File: config.mk
export PLATFORM = sky130hd
export DESIGN_NAME = sensor_sdk_reset_sequencer
export DESIGN_NICKNAME = d
export VERILOG_FILES = /design/src/rtl/sensor_sdk_reset_seq_pkg.sv /design/src/rtl/sensor_sdk_sync_2ff.sv /design/src/rtl/sensor_sdk_reset_sequencer.sv
export SDC_FILE = /design/constraint.sdc
export NUM_CORES = 1
export LEC_CHECK = 0
export ABC_CLOCK_PERIOD_IN_PS = 2300
export CORE_MARGIN = 2
export CORE_UTILIZATION = 55
export DETAILED_ROUTE_END_ITERATION = 7
export GPL_ROUTABILITY_DRIVEN = 0
export MAX_ROUTING_LAYER = met4
export PLACE_DENSITY = 0.77
export SKIP_LAST_GASP = 1
export SLEW_MARGIN = 25
export SYNTH_ARGS = -nofsm -noshare
export SYNTH_HDL_FRONTEND = slang
export SYNTH_SLANG_ARGS = --single-unit
File: constraint.sdc
create_clock -name clk -period 2.3 [get_ports clk]
set_input_delay 0.345 -clock clk [delete_from_list [all_inputs] [get_ports clk]]
set_output_delay 0.345 -clock clk [all_outputs]
set_load 0.02 [all_outputs]
File: src/rtl/sensor_sdk_reset_seq_pkg.sv
// Shared types and widths for the PLL-driven reset sequencer.
// Optional lock-loss status counter is enabled by SENSOR_SDK_RESET_SEQ_STATUS_EN.
package sensor_sdk_reset_seq_pkg;

    localparam int SEQ_STATE_W = 3;
    localparam int LOSS_CNT_W  = 8;

    typedef enum logic [SEQ_STATE_W-1:0] {
        ST_WAIT_LOCK = 3'd0,
        ST_FILTER    = 3'd1,
        ST_HOLD      = 3'd2,
        ST_RELEASE   = 3'd3,
        ST_RUN       = 3'd4
    } seq_state_e;

    function automatic int max3(input int a, input int b, input int c);
        int m;
        m = (a > b) ? a : b;
        return (m > c) ? m : c;
    endfunction

endpackage

File: src/rtl/sensor_sdk_sync_2ff.sv
// Parameterized-width two-flop synchronizer; both stages reset to 0.
module sensor_sdk_sync_2ff #(
    parameter int WIDTH = 1
) (
    input  logic             clk,
    input  logic             rstnn,
    input  logic [WIDTH-1:0] d,
    output logic [WIDTH-1:0] q
);

    logic [WIDTH-1:0] meta_r;
    logic [WIDTH-1:0] sync_r;

    // metastability stage followed by the settled stage
    always_ff @(posedge clk or negedge rstnn) begin
        if (!rstnn) begin
            meta_r <= {WIDTH{1'b0}};
            sync_r <= {WIDTH{1'b0}};
        end else begin
            meta_r <= d;
            sync_r <= meta_r;
        end
    end

    assign q = sync_r;

endmodule

File: src/rtl/sensor_sdk_reset_sequencer.sv
// Filters PLL lock and releases NUM_DOMAINS active-low resets in order.
// Define SENSOR_SDK_RESET_SEQ_STATUS_EN to add the lock_loss_count output.
module sensor_sdk_reset_sequencer
    import sensor_sdk_reset_seq_pkg::*;
#(
    parameter int NUM_DOMAINS = 3,
    parameter int LOCK_FILTER = 16,
    parameter int HOLD_CYCLES = 64,
    parameter int STEP_CYCLES = 8
) (
    input  logic                   clk,
    input  logic                   rstnn,
    input  logic                   pll_locked,
    input  logic                   sw_reset_req,
    output logic [NUM_DOMAINS-1:0] rstnn_out,
    output logic                   seq_done,
    output logic [SEQ_STATE_W-1:0] seq_state
`ifdef SENSOR_SDK_RESET_SEQ_STATUS_EN
    ,
    output logic [LOSS_CNT_W-1:0]  lock_loss_count
`endif
);

    localparam int CNT_W = $clog2(max3(LOCK_FILTER, HOLD_CYCLES, STEP_CYCLES)) + 1;
    localparam int IDX_W = (NUM_DOMAINS > 1) ? $clog2(NUM_DOMAINS) : 1;

    localparam logic [CNT_W-1:0]       FILTER_LAST = CNT_W'(LOCK_FILTER - 1);
    localparam logic [CNT_W-1:0]       HOLD_LAST   = CNT_W'(HOLD_CYCLES - 1);
    localparam logic [CNT_W-1:0]       STEP_LAST   = CNT_W'(STEP_CYCLES - 1);
    localparam logic [IDX_W-1:0]       IDX_LAST    = IDX_W'(NUM_DOMAINS - 1);
    localparam logic [NUM_DOMAINS-1:0] DOM_ONE     = NUM_DOMAINS'(1'b1);

    logic                   lock_s;
    logic                   lock_lost_s;
    logic                   sw_hit_s;
    seq_state_e             state_r, state_s;
    logic [CNT_W-1:0]       cnt_r, cnt_s;
    logic [IDX_W-1:0]       idx_r, idx_s, idx_nxt_s;
    logic [NUM_DOMAINS-1:0] rout_r, rout_s;
    logic                   done_r, done_s;

    sensor_sdk_sync_2ff #(.WIDTH(1)) u_lock_sync (
        .clk   (clk),
        .rstnn (rstnn),
        .d     (pll_locked),
        .q     (lock_s)
    );

    assign lock_lost_s = (state_r != ST_WAIT_LOCK) && !lock_s;
    assign sw_hit_s    = sw_reset_req &&
                         ((state_r == ST_HOLD) || (state_r == ST_RELEASE) || (state_r == ST_RUN));
    assign idx_nxt_s   = idx_r + IDX_W'(1);

    // next-state and next-output logic; lock loss outranks a software request
    always_comb begin
        state_s = state_r;
        cnt_s   = cnt_r;
        idx_s   = idx_r;
        rout_s  = rout_r;
        done_s  = done_r;
        if (lock_lost_s) begin
            state_s = ST_WAIT_LOCK;
            cnt_s   = {CNT_W{1'b0}};
            idx_s   = {IDX_W{1'b0}};
            rout_s  = {NUM_DOMAINS{1'b0}};
            done_s  = 1'b0;
        end else if (sw_hit_s) begin
            state_s = ST_HOLD;
            cnt_s   = {CNT_W{1'b0}};
            idx_s   = {IDX_W{1'b0}};
            rout_s  = {NUM_DOMAINS{1'b0}};
            done_s  = 1'b0;
        end else begin
            case (state_r)
                ST_WAIT_LOCK: begin
                    rout_s = {NUM_DOMAINS{1'b0}};
                    done_s = 1'b0;
                    if (lock_s) begin
                        state_s = ST_FILTER;
                        cnt_s   = {CNT_W{1'b0}};
                    end else begin
                        state_s = ST_WAIT_LOCK;
                    end
                end
                ST_FILTER: begin
                    if (cnt_r == FILTER_LAST) begin
                        state_s = ST_HOLD;
                        cnt_s   = {CNT_W{1'b0}};
                    end else begin
                        cnt_s = cnt_r + CNT_W'(1);
                    end
                end
                ST_HOLD: begin
                    if (cnt_r == HOLD_LAST) begin
                        cnt_s  = {CNT_W{1'b0}};
                        idx_s  = {IDX_W{1'b0}};
                        rout_s = DOM_ONE;
                        // a single domain finishes on the very first release edge
                        if (NUM_DOMAINS == 1) begin
                            state_s = ST_RUN;
                            done_s  = 1'b1;
                        end else begin
                            state_s = ST_RELEASE;
                        end
                    end else begin
                        cnt_s = cnt_r + CNT_W'(1);
                    end
                end
                ST_RELEASE: begin
                    if (cnt_r == STEP_LAST) begin
                        cnt_s  = {CNT_W{1'b0}};
                        idx_s  = idx_nxt_s;
                        rout_s = rout_r | (DOM_ONE << idx_nxt_s);
                        if (idx_nxt_s == IDX_LAST) begin
                            state_s = ST_RUN;
                            done_s  = 1'b1;
                        end else begin
                            state_s = ST_RELEASE;
                        end
                    end else begin
                        cnt_s = cnt_r + CNT_W'(1);
                    end
                end
                ST_RUN: begin
                    rout_s = {NUM_DOMAINS{1'b1}};
                    done_s = 1'b1;
                end
                default: begin
                    state_s = ST_WAIT_LOCK;
                    cnt_s   = {CNT_W{1'b0}};
                    idx_s   = {IDX_W{1'b0}};
                    rout_s  = {NUM_DOMAINS{1'b0}};
                    done_s  = 1'b0;
                end
            endcase
        end
    end

    // state, counters and registered outputs
    always_ff @(posedge clk or negedge rstnn) begin
        if (!rstnn) begin
            state_r <= ST_WAIT_LOCK;
            cnt_r   <= {CNT_W{1'b0}};
            idx_r   <= {IDX_W{1'b0}};
            rout_r  <= {NUM_DOMAINS{1'b0}};
            done_r  <= 1'b0;
        end else begin
            state_r <= state_s;
            cnt_r   <= cnt_s;
            idx_r   <= idx_s;
            rout_r  <= rout_s;
            done_r  <= done_s;
        end
    end

    assign rstnn_out = rout_r;
    assign seq_done  = done_r;
    assign seq_state = state_r;

`ifdef SENSOR_SDK_RESET_SEQ_STATUS_EN
    logic [LOSS_CNT_W-1:0] loss_cnt_r;

    // saturating lock-loss event counter, survives software resets
    always_ff @(posedge clk or negedge rstnn) begin
        if (!rstnn) begin
            loss_cnt_r <= {LOSS_CNT_W{1'b0}};
        end else if (lock_lost_s && (loss_cnt_r != {LOSS_CNT_W{1'b1}})) begin
            loss_cnt_r <= loss_cnt_r + LOSS_CNT_W'(1);
        end else begin
            loss_cnt_r <= loss_cnt_r;
        end
    end

    assign lock_loss_count = loss_cnt_r;
`endif

endmodule

==> key figures <==
Timing
  – Clock skew: 0.000842 ns
  – Slew margin rel.: 55.4%
  – Worst Max-Slew Pin Slew: 0.668 ns
  – Min Tclk post-route: 1.94 ns
  – Final Max Slew Viols: 0
  – RSZ-0062 raised after global routing: false
  – FMAX: 516 MHz
  – Final hold viol count: 0
  – Setup violations, final: 0
  – Final worst path period share: 84.3%
  – Setup_tns: 0 ns

Place
  – Final HPWL DP: 1860 µm
  – Port bufs: 10

Logic synthesis
  – Mapped Nets: 131
  – Post-Syn Area: 0.00116 mm²
  – Gate Count Post-Synth: approximately 120
  – Post-synth top area share: between 30% and 40%
  – Sequential area share after synthesis: just under 40%
  – Yosys reg bits: 18
  – Synth cell types: 43
  – Ys Warns: 0
  – EDFF count, synth: 0
  – Average size of a mapped cell: 9.43 µm²
  – Count leader, synth: dfrtp_1
  – Top cells by area, synth: dfrtp_1, ha_1, nand3_1, nand2b_1, nand4b_1
  – Post-synth ARST share: 100%
  – Top cells by count, synth: dfrtp_1, nand2_1, nand3_1
  – Yosys top cell by area: dfrtp_1
  – Primary FF master, synth: dfrtp_1

CTS
  – Hold-fix buffers at CTS: 0
  – TritonCTS Buffers: 3
  – Max Buffers Root-to-Sink: 2
  – Reg clk slew, reported paths: 0.10 ns
  – CTS tree: built
  – Post-cts resize count: 0
  – Post-CTS setup buffers: 0
  – Root buffer cell: clkbuf_4
  – Clock Latency Late Sink: 0.30 ns
  – Clock sink total: 18
  – Htree depth: 1

Critical path
  – CP max stage delay: roughly 0.43 ns
  – CP Capture Type: flop
  – Critical Path Source Type: flop
  – Crit path launch: cnt_r[0]
  – Reg2reg path depth: 5
  – Crit path kind: reg -> reg
  – Setup slack, reg-to-reg: 0.36 ns
  – Reg2reg start: cnt_r[0]
  – Worst EP required: 2.50 ns
  – Reg-to-reg endpoint: cnt_r[1]
  – Arr. time, crit path: between 2 and 2.5 ns
  – CP Cell Sequence: ha_1 > nand3b_2 > a2111o_1 > and2_1 > a32o_1
  – Worst-path fanout max: 7
  – Slowest stage cell on the critical path: a2111o_1

Run
  – MaxCap Viol Count: 0

Floorplanning
  – DIE HEIGHT: approximately 50 µm
  – Row count: 16
  – Io pins: 11
  – Core outline area: 0.00198 mm²
  – Chip Width: 49.9 µm
  – Die area: 0.00249 mm²
  – Initial core utilization: 58.5%

Power and ir drop
  – Power per cell area: 671 mW/mm²
  – Leakage: about 0.54 nW
  – Peak VDD IR: 0.430 mV

GRT
  – Global-route wire length before repair: 4440 µm
  – GRT overflow: 0
  – Antenna violations before repair: 0
  – Maximum number of pins on one net before global-route repair: 19
  – All-Layer GR Usage: 23.6%
  – Number of global-route vias before repair: 942

Layout
  – Utilization after layout: between 60% and 70%
  – Register area: 450 µm²
  – Diodes inserted: 0
  – Final net count: between 100 and 150
  – Layout cells sized above 1: 11.8%
  – Area grow syn2layout: 16.1%
  – Fill cell count: ~140
  – Footprint of the multi-input gates: 662 µm²

Drt
  – Vias: 1048
  – Drt total wl: between 2000 and 3000 µm
  – Initial DRC count: 38
  – Post-DR wirelength/cell: 15.6 µm
  – Remaining antenna violation count after routing: 0
  – Vias per inst: between 6 and 7
  – DRC: 0
  – TritonRoute pass-1 iters: 4

Status
  – Status: finished clean

Min path
  – Hold Crit Class: in -> async
==> critical path, delay by kind of cell, from the launching register on <==
kind | cells | cell delay, ns
DFF | 1 | 0.40
and+or+nand+nor | 2 | 0.41
adders and majority gates | 1 | 0.34
AOI/OAI and AO/OA | 2 | 0.69
==> layout by cell type, fill, tap and decap left out, types with 2 or more instances in the layout <==
master and instances:
nor3_1 2, nand3_1 8, a21oi_2 2, dfrtp_1 18, a41oi_1 3, buf_4 5, nor2b_1 3, a311oi_1 2
nor3b_1 2, clkbuf_4 3, o22ai_1 3, inv_1 6, a21o_1 2, and4_1 2, ha_1 4, nand2_1 9
o221ai_1 2, a21oi_1 3, a32o_1 2, clkdlybuf4s50_1 10, o21ai_0 6, and3b_1 2, a41o_1 2, nand3b_1 2
o21a_1 3, nor2_1 3, nand2b_1 6, nand4b_1 4
==> worst max path at each step <==
stage | end | slack (ns) | depth (start not counted)
after floorplan | cnt_r[1] | 0.60 | 5
after global placement | idx_r[1] | 0.35 | 5
after detailed placement | idx_r[0] | 0.30 | 5
after CTS | cnt_r[1] | 0.38 | 5
after global routing | cnt_r[1] | 0.27 | 5
final | cnt_r[1] | 0.36 | 5
==> layout make-up <==
type / count / share of cell area (%)
clock buffer: 4 / 2.70
inverter: 7 / 1.95
multi-input combinational: 92 / 49.2
sequential: 18 / 33.5
tap: 27 / 2.51
timing repair buffer: 15 / 10.2
==> registers in the layout, indices dropped and copies added, names as in the netlist <==
| signal | cells |
|---|---|
| seq_state | 3 |
| u_lock_sync.q | 1 |
| cnt_r | 7 |
| seq_done | 1 |
| idx_r | 2 |
| rstnn_out | 3 |
| u_lock_sync.meta_r | 1 |
==> per-layer routing <==
layer | global-route usage [%] | share of wire [%] | wire length [µm] | up-vias
met5 | - | 0 | 0 | -
met4 | 7.87 | 0.90 | 23 | 0
met3 | 2.12 | 5.2 | 133 | 3
met2 | 34.2 | 46 | 1180 | 41
met1 | 34.8 | 48 | 1220 | 510
li1 | - | - | - | 494
==> metrics by stage <==
stage	instance area, µm²	total power [W]	setup slack [ns]	hold WS (ns)	cells
after floorplan	1160	0.000608	0.598	0.0494	123
after global placement	1300	0.000698	0.348	0.334	159
after detailed placement	1300	0.000707	0.305	0.344	159
after CTS	1340	0.000899	0.379	0.367	163
after global routing	1350	0.000958	0.273	0.374	163
final	1350	0.000903	0.361	0.364	163
==> cell families (layout without fill, tap and decap cells) <==
kind of cell,count (synthesis),after routing,synth area share [%]
AOI/OAI and AO/OA,37,37,25.6
adders and majority gates,4,4,4.32
buffers and inverters,13,26,4.75
DFF,18,18,38.8
and+or+nand+nor,51,51,26.5
==> power breakdown <==
part	switching [W]	total [W]	leakage, nW	internal [W]
sequential	0.0000360	0.000379	0.243	0.000343
clock	0.0000976	0.000194	0.0210	0.0000966
combinational	0.000195	0.000329	0.275	0.000135
(Power assumes the default switching activity.)
